$ cat src/rtl/vae_fixed_pkg.sv
// Shared Q4.12 fixed-point definitions for the VAE latent sampling path:
// widths, saturation limits, saturating narrow function and sampler FSM states.
package vae_fixed_pkg;

  localparam int DATA_W     = 16;
  localparam int FRAC_BITS  = 12;
  localparam int LUT_ADDR_W = 6;
  localparam int SUM_W      = DATA_W + FRAC_BITS + 2;

  localparam logic signed [DATA_W-1:0] Q_MAX = 16'sh7FFF;
  localparam logic signed [DATA_W-1:0] Q_MIN = 16'sh8000;

  typedef enum logic [2:0] {
    IDLE = 3'd0,
    EPS  = 3'd1,
    SIG  = 3'd2,
    MUL  = 3'd3,
    HOLD = 3'd4
  } state_t;

  // Clamp a wide signed sum into the Q4.12 range.
  function automatic logic signed [DATA_W-1:0] saturate(input logic signed [SUM_W-1:0] s);
    if (s > SUM_W'(Q_MAX)) return Q_MAX;
    if (s < SUM_W'(Q_MIN)) return Q_MIN;
    return s[DATA_W-1:0];
  endfunction

endpackage

$ cat src/rtl/vae_sigma_lut.sv
// Combinational sigma = exp(logvar/2) table, addressed by logvar step index k + 32.
// Entry k holds round(exp(k/8) * 4096), clipped to 0x7FFF.
module vae_sigma_lut
  import vae_fixed_pkg::*;
(
  input  logic [LUT_ADDR_W-1:0] addr,
  output logic [DATA_W-1:0]     sigma
);

  always_comb begin
    // NOTE: assigning a default before the case keeps this purely combinational (no latch).
    sigma = 16'h7FFF;
    case (addr)
      6'd0:  sigma = 16'h004B;  6'd1:  sigma = 16'h0055;
      6'd2:  sigma = 16'h0060;  6'd3:  sigma = 16'h006D;
      6'd4:  sigma = 16'h007C;  6'd5:  sigma = 16'h008C;
      6'd6:  sigma = 16'h009F;  6'd7:  sigma = 16'h00B4;
      6'd8:  sigma = 16'h00CC;  6'd9:  sigma = 16'h00E7;
      6'd10: sigma = 16'h0106;  6'd11: sigma = 16'h0129;
      6'd12: sigma = 16'h0150;  6'd13: sigma = 16'h017D;
      6'd14: sigma = 16'h01B0;  6'd15: sigma = 16'h01E9;
      6'd16: sigma = 16'h022A;  6'd17: sigma = 16'h0274;
      6'd18: sigma = 16'h02C8;  6'd19: sigma = 16'h0327;
      6'd20: sigma = 16'h0392;  6'd21: sigma = 16'h040C;
      6'd22: sigma = 16'h0496;  6'd23: sigma = 16'h0532;
      6'd24: sigma = 16'h05E3;  6'd25: sigma = 16'h06AB;
      6'd26: sigma = 16'h078F;  6'd27: sigma = 16'h0890;
      6'd28: sigma = 16'h09B4;  6'd29: sigma = 16'h0AFF;
      6'd30: sigma = 16'h0C76;  6'd31: sigma = 16'h0E1F;
      6'd32: sigma = 16'h1000;  6'd33: sigma = 16'h1221;
      6'd34: sigma = 16'h148B;  6'd35: sigma = 16'h1748;
      6'd36: sigma = 16'h1A61;  6'd37: sigma = 16'h1DE4;
      6'd38: sigma = 16'h21DF;  6'd39: sigma = 16'h2662;
      6'd40: sigma = 16'h2B7E;  6'd41: sigma = 16'h3149;
      6'd42: sigma = 16'h37D8;  6'd43: sigma = 16'h3F48;
      6'd44: sigma = 16'h47B5;  6'd45: sigma = 16'h5141;
      6'd46: sigma = 16'h5C13;  6'd47: sigma = 16'h6855;
      6'd48: sigma = 16'h763A;
      default: sigma = 16'h7FFF;  // exp(k/8) exceeds Q4.12 range for k >= 17
    endcase
  end

endmodule

$ cat src/rtl/vae_reparam_sampler.sv
// VAE reparameterization z = mu + exp(logvar/2) * eps, one latent element in flight,
// pulling one eps per element from the Gaussian noise generator.
module vae_reparam_sampler
  import vae_fixed_pkg::*;
(
  input  logic              clk,
  input  logic              rst,
  input  logic              in_valid,
  output logic              in_ready,
  input  logic [DATA_W-1:0] mu,
  input  logic [DATA_W-1:0] logvar,
  input  logic              in_last,
  output logic              gauss_en,
  input  logic [DATA_W-1:0] random_number,
  output logic              out_valid,
  input  logic              out_ready,
  output logic [DATA_W-1:0] z,
  output logic              out_last
);

  state_t                   state;
  logic signed [DATA_W-1:0] mu_r;
  logic signed [DATA_W-1:0] eps_r;
  logic signed [DATA_W-1:0] sigma_r;
  logic [LUT_ADDR_W-1:0]    k_r;
  logic                     last_r;
  logic [DATA_W-1:0]        lut_sigma;
  logic signed [2*DATA_W-1:0] prod;
  logic signed [SUM_W-1:0]  sum;
  logic                     unused_logvar_lsbs;

  // Bits below the 0.25 table step do not affect sigma.
  assign unused_logvar_lsbs = ^logvar[DATA_W-LUT_ADDR_W-1:0];

  // Gated by rst so no request or accept is visible while reset is held.
  assign in_ready = (state == IDLE) && rst;
  assign gauss_en = in_valid && in_ready;

  // Signed k in -32..31 maps to table address k + 32 by flipping its sign bit.
  vae_sigma_lut u_sigma_lut (
    .addr  ({~k_r[LUT_ADDR_W-1], k_r[LUT_ADDR_W-2:0]}),
    .sigma (lut_sigma)
  );

  assign prod = sigma_r * eps_r;
  assign sum  = SUM_W'(prod >>> FRAC_BITS) + SUM_W'(mu_r);

  // NOTE: all state below uses non-blocking assignments so every register samples pre-edge values.
  always_ff @(posedge clk or negedge rst) begin
    if (!rst) begin
      state     <= IDLE;
      mu_r      <= '0;
      eps_r     <= '0;
      sigma_r   <= '0;
      k_r       <= '0;
      last_r    <= 1'b0;
      z         <= '0;
      out_last  <= 1'b0;
      out_valid <= 1'b0;
    end else begin
      case (state)
        IDLE: begin
          if (in_valid) begin
            mu_r   <= mu;
            k_r    <= logvar[DATA_W-1 -: LUT_ADDR_W];
            last_r <= in_last;
            state  <= EPS;
          end
        end
        EPS: begin
          eps_r <= random_number;
          state <= SIG;
        end
        SIG: begin
          sigma_r <= lut_sigma;
          state   <= MUL;
        end
        MUL: begin
          z         <= saturate(sum);
          out_last  <= last_r;
          out_valid <= 1'b1;
          state     <= HOLD;
        end
        HOLD: begin
          if (out_ready) begin
            out_valid <= 1'b0;
            state     <= IDLE;
          end
        end
        default: state <= IDLE;
      endcase
    end
  end

endmodule

$ cat config.mk
export PLATFORM = sky130hd
export DESIGN_NAME = vae_reparam_sampler
export DESIGN_NICKNAME = d
export VERILOG_FILES = /design/src/rtl/vae_fixed_pkg.sv /design/src/rtl/vae_sigma_lut.sv /design/src/rtl/vae_reparam_sampler.sv
export SDC_FILE = /design/constraint.sdc
export NUM_CORES = 1
export LEC_CHECK = 0
export ABC_AREA = 1
export CORE_MARGIN = 2
export CORE_UTILIZATION = 35
export DETAILED_ROUTE_END_ITERATION = 6
export GPL_ROUTABILITY_DRIVEN = 0
export PLACE_DENSITY_LB_ADDON = 0.05
export SYNTH_ARGS = -nofsm -noshare
export SYNTH_HDL_FRONTEND = slang
export SYNTH_SLANG_ARGS = --single-unit
$ cat constraint.sdc
create_clock -name clk -period 18.3 [get_ports clk]
set_input_delay 3.66 -clock clk [delete_from_list [all_inputs] [get_ports clk]]
set_output_delay 3.66 -clock clk [all_outputs]
set_load 0.005 [all_outputs]
# [Yosys cells after proc, flatten, opt, wreduce, memory -nomap -nowiden]
# Memories as Yosys holds them, arrays and structs flattened. A register that Yosys moved wholly into a read port is not among the register bits.
# Index checks and enable logic that the tools add are counted.
[word_totals] register_bits=76 latchBits=0 ram_bits=0 romBits=960 inputBits=53 output_inout_bits=20 word_cells=43 memories=1
[classes] n_addsub=1 mul=1 n_div=0 n_lt_le_gt_ge=2 eq_ne=6 shifts=0 muxes=14 bitwise=1 reduce_logical=8
[memory_table] memory="(name not given)" depth=64 word_bits=15 read_ports=1 rd_ports_with_merged_regs=1 write_ports=0 line_no="vae_sigma_lut.sv:13" rtl="case (addr)"
[op_table] operator="16-bit 2-to-1 mux" n=4
[op_table] operator="16-bit by 16-bit multiplier with 32-bit output" n=1
[op_table] operator="20-bit by 16-bit adder with 21-bit output" n=1
[op_table] operator="21-bit by 16-bit > comparator with 1-bit output, second input constant" n=1
[op_table] operator="21-bit by 16-bit < comparator with 1-bit output, second input constant" n=1
[op_table] operator="3-bit one-hot mux with 5 select lines" n=1
[op_table] operator="3-bit by 2-bit equality test with 1-bit output, second input constant" n=2
[op_table] operator="1-bit 2-to-1 mux" n=6
[op_table] operator="3-bit 2-to-1 mux" n=2
[op_table] operator="2-bit AND reduction" n=3
[op_table] operator="2-bit != test, second input constant" n=2
[op_table] operator="3-bit by 1-bit equality test with 1-bit output, second input constant" n=1
[op_table] operator="3-bit equality test, second input constant" n=1
[op_table] operator="3-bit logical NOT" n=1
[op_table] operator="1-bit logical AND" n=2
[op_table] operator="1-bit one-hot mux with 2 select lines" n=1
[op_table] operator="2-bit nonzero test" n=1
[op_table] operator="1-bit logical NOT" n=1
[op_table] operator="1-bit inverter" n=1

# [Logic depth before layout (Yosys ltp)]
# Gate-level depths: netlist (run 1).
[depth] depth_word=9 ltp_mapped=42 depth_no_buf=39

# [Modules after synthesis]
# A second synthesis (run 1) with hierarchy kept.
[unflattened] hier_cells=2013 hier_area_um2=15648.8
[modules_own_cells] mod="vae_reparam_sampler" n_inst=1 cells_per_inst=1796 area_per_inst_um2=14551.5 seq_area_each_um2=1901.8
[modules_own_cells] mod="vae_sigma_lut" n_inst=1 cells_per_inst=217 area_per_inst_um2=1097.3 seq_area_each_um2=0.0

# [Worst setup path after synthesis (run 1)]
# OpenSTA, ideal clock, no wires.
[synth_timing] path_type="input -> output" start="in in_valid" end="out gauss_en" arrival_time_ps=4129 required_ps=14640 path_slack_ps=10511 cell_stages=3 n_path_buf=1 path_cell_list="nand3_1 > clkbuf_1 > nor2_1"
[synth_between] elab_chain_len=1
[synth_lines] element="start: declaration" line_no="vae_reparam_sampler.sv:8" rtl="input logic in_valid,"
[synth_lines] element="1-bit logical AND" line_no="vae_reparam_sampler.sv:37" rtl="assign gauss_en = in_valid && in_ready;"
[synth_lines] element="end: declaration" line_no="vae_reparam_sampler.sv:13" rtl="output logic gauss_en,"
# No other way between the ends.

# [Final worst setup path (run 1)]
[layout_timing] start="in rst" end="out in_ready"
[layout_between] elab_chain_len=1
[layout_lines] element="start: declaration" line_no="vae_reparam_sampler.sv:7" rtl="input logic rst,"
[layout_lines] element="1-bit logical AND" line_no="vae_reparam_sampler.sv:36" rtl="assign in_ready = (state == IDLE) && rst;"
[layout_lines] element="end: declaration" line_no="vae_reparam_sampler.sv:9" rtl="output logic in_ready,"
# No other way between the ends.

==> results_dict.tcl, run 1 <==
set metrics [dict create \
    grt_start_max_net_pins 49 \
    async_flop_share_pct 100 \
    tightest_slew_ns 0.998 \
    cts.hold.buffers_added 0 \
    ff2ff_setup_slack_ns 10.38 \
    yosys-top-cells-count "nand2_1, inv_1, fa_1, ha_1, nor2_1" \
    finalCritPeriodShare_pct 46.7 \
    grt_pass1_vias 11400 \
    synth_warnings 0 \
    required_ns 14.64 \
    dp.cells 2273 \
    ctsRootBufferMaster "clkbuf_16" \
    finalHoldViolCount 0 \
    antennaDiodeCount 0 \
    ys_types 53 \
    drive_above_1_share_pct 4.61 \
    wl_mm 35.7 \
    final-seq-area_um2 1880 \
    via_per_inst 4.75 \
    drt-initial-drc-count 611 \
    post-route-min-period_ns 8.55 \
    io_buffer_count 62 \
    yosys-top-cells-area "fa_1, dfrtp_1, ha_1, nand2_1, inv_1" \
    multi_input_comb_area_um2 9780 \
    row_count 71 \
    dp_hpwl_mm 28.8 \
    max_freq_mhz 117 \
    setup_violations 0 \
    fin_cells 2289 \
    syn_nets 2146 \
    clk_latency_ns 0.38 \
    ioPinCount 73 \
    synth_top_area_cell "fa_1" \
    startpoint_type "primary input" \
    report.final.slew_viol_count 0 \
    yosys.cell_count.top_type "nand2_1" \
    wl_per_cell_um 15.6 \
    worstReg2RegStart "sigma_r[7]" \
    slew_headroom_pct 33.4 \
    cts_sinks 75 \
    fillCellCount 4045 \
    netlist_instances 1763 \
    use_met3_pct 2.13 \
    syn_area_um2 13500 \
    post_cts_resize_count 0 \
    status "complete, no violations" \
    drc 0 \
    path_clk_slew_ns 0.06 \
    design_area_um2 14700 \
    hold_path.class "flop to flop" \
    die_h_um 200 \
    final_core_util_pct 39.0 \
    die_w_um 200 \
    vias 10900 \
    fin_nets 2156 \
    cp_max_fo 29 \
    grt_pass1_wl_mm 60.1 \
    cp-end-kind "output pin" \
    ant_nets 0 \
    hold_start "out_valid" \
    top_usage_layer "met2" \
    netlist.area_leader.share_pct 26.8 \
    maxCapViolations 0 \
    use_met2_pct 31.9 \
    drtPass1Iterations 5 \
    crit_arrival_ns 4.89 \
    rsz0062_at_grt "false" \
    synth_ff_type "dfrtp_1" \
    place_area_um2 14500 \
    synth-seq-cells 75 \
    floorplan.initialDensity_pct 35.6 \
    antenna_found_initial 0 \
    ys_seq_area_share_pct 14.0 \
    die_area_um2 40000 \
    tns_ns 0 \
    cts_buffers 9 \
    final.setup_skew_ns 0.0211 \
    track_usage_pct 19.3 \
    critPathKind "primary input to output pin" \
    h-tree-depth 3 \
    gr-total-overflow 0 \
    synth-edff-count 0 \
    syn_area_per_cell_um2 7.63 \
    syn_to_final_growth_pct 9.57 \
    tritoncts "yes" \
    crit_path_start "rst" \
    clock_tree.buffer_depth 2 \
    use_met1_pct 27.1 \
    coreArea_um2 37800 \
    post-cts-setup-buffers 0 \
]
final timing paths:
kind	end	cells after the start
max in group asynchronous	eps_r[0]	2
setup reg to reg	z[12]	33
min in group asynchronous	k_r[3]	1
setup / recovery	in_ready	4
hold / removal	out_valid	2
hold reg to reg	out_valid	2
metrics by stage:
stage,setup slack (ns),hold slack [ns]
after floorplan,10.51,0.443
after global placement,9.68,0.453
after detailed placement,9.70,0.462
after CTS,9.68,0.485
after global routing,9.58,0.501
final,9.75,0.481
registers in the layout, indices dropped and copies added (netlist names):
name and flops:
eps_r 16, mu_r 16, z 16, sigma_r 15, k_r 6, state 3, last_r 1, out_last 1
out_valid 1
critical path: stages:
cell and delay [ns]:
buf_4 0.37, inv_1 0.11, nor4_1 0.19, clkdlybuf4s50_1 0.55
metal layers:
metal / vias to the layer above / part of all wire [%]
met3: 23 / 3.3
met5: - / 0
met2: 195 / 47
met1: 5299 / 49
li1: 5348 / -
met4: 0 / 1.3
kinds of logic (layout without fill, tap and decap cells):
| group | after synthesis | in the layout | share of synthesized area [%] |
|---|---|---|---|
| flip-flops | 75 | 75 | 14.0 |
| buffers and inverters | 476 | 491 | 13.4 |
| adder cells (fa/ha/maj) | 330 | 330 | 40.7 |
| AND/OR/NAND/NOR | 632 | 632 | 18.9 |
| multiplexers | 31 | 31 | 2.60 |
| XOR/XNOR | 37 | 37 | 2.46 |
| AO/OA/AOI/OAI | 182 | 182 | 7.96 |
layout make-up:
type	instances	share of cell area (%)
clock inverter	6	0.289
inverter	411	10.5
sequential	75	12.7
multi-input combinational	1212	66.3
tap	511	4.34
clock buffer	10	1.55
timing repair buffer	64	4.30
cells in the final DEF, fill, tap and decap left out, drive strengths merged, types with 31 or more instances in the layout:
cell type / count
a21oi: 80
o21ai: 53
nand2: 478
ha: 150
nor2: 96
dfrtp: 75
mux2: 31
fa: 180
inv: 410
clkdlybuf4s50: 61
Power of run 1 is left out: the tool's default activity adds up to more than one toggle a clock period on the data nets, which glitch-free logic cannot reach.
==> run 2, diff against run 1 <==
clock period = 7.18 ns   (was 18.3 ns; I/O delays follow)
==> run 2 against run 1 <==
  * Die area unchanged
  * Cell count grew 8.9%
  * Final area grew 20%
  * Sequential cell count unchanged
  * Via count increased by 7.6%
  * First-iteration DRC count is 20% lower
  * Wire length rose by 8.4%
  * Critical endpoint is now z[12]
==> results_dict.tcl, run 2 (synthesis results as in run 1) <==
set metrics [dict create \
    row_count 71 \
    drc 0 \
    drive_above_1_share_pct 24.9 \
    status "complete, no violations" \
    slew_headroom_pct 28.4 \
    floorplan.initialDensity_pct 35.6 \
    vias 11700 \
    ioPinCount 73 \
    drt-initial-drc-count 488 \
    antennaDiodeCount 0 \
    final.setup_skew_ns 0.0227 \
    clk_latency_ns 0.38 \
    wl_per_cell_um 15.5 \
    via_per_inst 4.69 \
    rsz0062_at_grt "true" \
    finalHoldViolCount 0 \
    tns_ns 0 \
    top_regs "eps_r: 16 flops, mu_r: 16 flops, z: 16 flops" \
    maxCapViolations 0 \
    die_h_um 200 \
    ant_nets 0 \
    antenna_found_initial 1 \
    die_w_um 200 \
    max_freq_mhz 141 \
    syn_to_final_growth_pct 31.6 \
    io_buffer_count 62 \
    final_common_cell "nand2_1" \
    cpPeakStageDelay_ns 0.55 \
    setup_violations 0 \
    finalCritPeriodShare_pct 99.0 \
    post-route-min-period_ns 7.11 \
    clock_tree.buffer_depth 2 \
    cts_buffers 9 \
    h-tree-depth 3 \
    ctsRootBufferMaster "clkbuf_16" \
    path_clk_slew_ns 0.08 \
    drtPass1Iterations 6 \
    startpoint_type "flop" \
    report.final.slew_viol_count 0 \
    pre_cts_slack_ns -0.353 \
    slowest_stage "fa_1" \
    tritoncts "yes" \
    critPathMostFrequentCell "fa_1" \
    crit_arrival_ns 7.36 \
    coreArea_um2 37800 \
    cp_max_fo 8 \
    tightest_slew_ns 1.07 \
    die_area_um2 40000 \
    hold_path.class "flop to flop" \
    grt_start_max_net_pins 49 \
    grt_pass1_vias 12300 \
    wl_mm 38.7 \
    cp-end-kind "flop" \
    layout_setup_ws_ns 0.0685 \
    final_cell_mix "nand2_1, inv_1, buf_4" \
    grt_pass1_wl_mm 63.7 \
    cts_sinks 75 \
    final_core_util_pct 46.9 \
    track_usage_pct 20.4 \
    critPathKind "flop to flop" \
    dp_hpwl_mm 31.0 \
    fin_nets 2360 \
    required_ns 7.43 \
    gr-total-overflow 0 \
]
[run 2: worst paths after layout]
path	from	slack [ns]	end	depth (start not counted)
worst min-delay path	last_r	0.48	out_last	2
worst min register to register	last_r	0.48	out_last	2
worst max-delay path	eps_r[4]	0.07	z[12]	34
worst max register to register	eps_r[4]	0.07	z[12]	34
max in group asynchronous	rst	5.12	eps_r[1]	2
min in group asynchronous	rst	1.02	k_r[3]	1
[run 2: cell type report]
class	instances	area [um^2]
Inverter	411	1540
Fill cell	3819	20100
Timing Repair Buffer	266	2390
Multi-Input combinational cell	1214	10900
Sequential cell	75	1890
Tap cell	511	639
Clock buffer	10	239
Clock inverter	6	70.1
[run 2: routing by layer]
layer  global-route usage [%]  vias to the layer above  part of all wire (%)
li1                         -                     5736                     -
met4                     4.01                        0                   1.0
met2                     34.4                      181                    48
met3                     2.10                       25                   3.3
met5                        0                        -                     0
met1                     28.7                     5744                    47
[run 2: per-stage QoR]
step / hold slack [ns] / cell area (um^2) / cells
after CTS: 0.481 / 16700 / 2476
after global routing: 0.501 / 17700 / 2493
after detailed placement: 0.462 / 15800 / 2437
after global placement: 0.452 / 15800 / 2437
after floorplan: 0.443 / 13500 / 1763
final: 0.476 / 17700 / 2493
[run 2: repair_timing]
| action | 4_1_cts | 5_1_grt |
|---|---|---|
| hold buffers | 0 | 0 |
| setup endpoints to repair | 16 | 16 |
| gates cloned | 1 | 1 |
| buffers inserted | 22 | 17 |
| gates resized for setup | 99 | 191 |
| pin swaps | 58 | 127 |
| hold endpoints to repair | 0 | 0 |
[run 2: critical path: cells and delay by family (launching register included)]
kind	cells	cell delay, ns
compound gates	3	0.39
xor+xnor	1	0.20
fa+ha+maj	8	3.52
buf+inv	8	0.76
flops	1	0.43
simple gates	14	1.66
Power of run 2 is left out for the same reason.
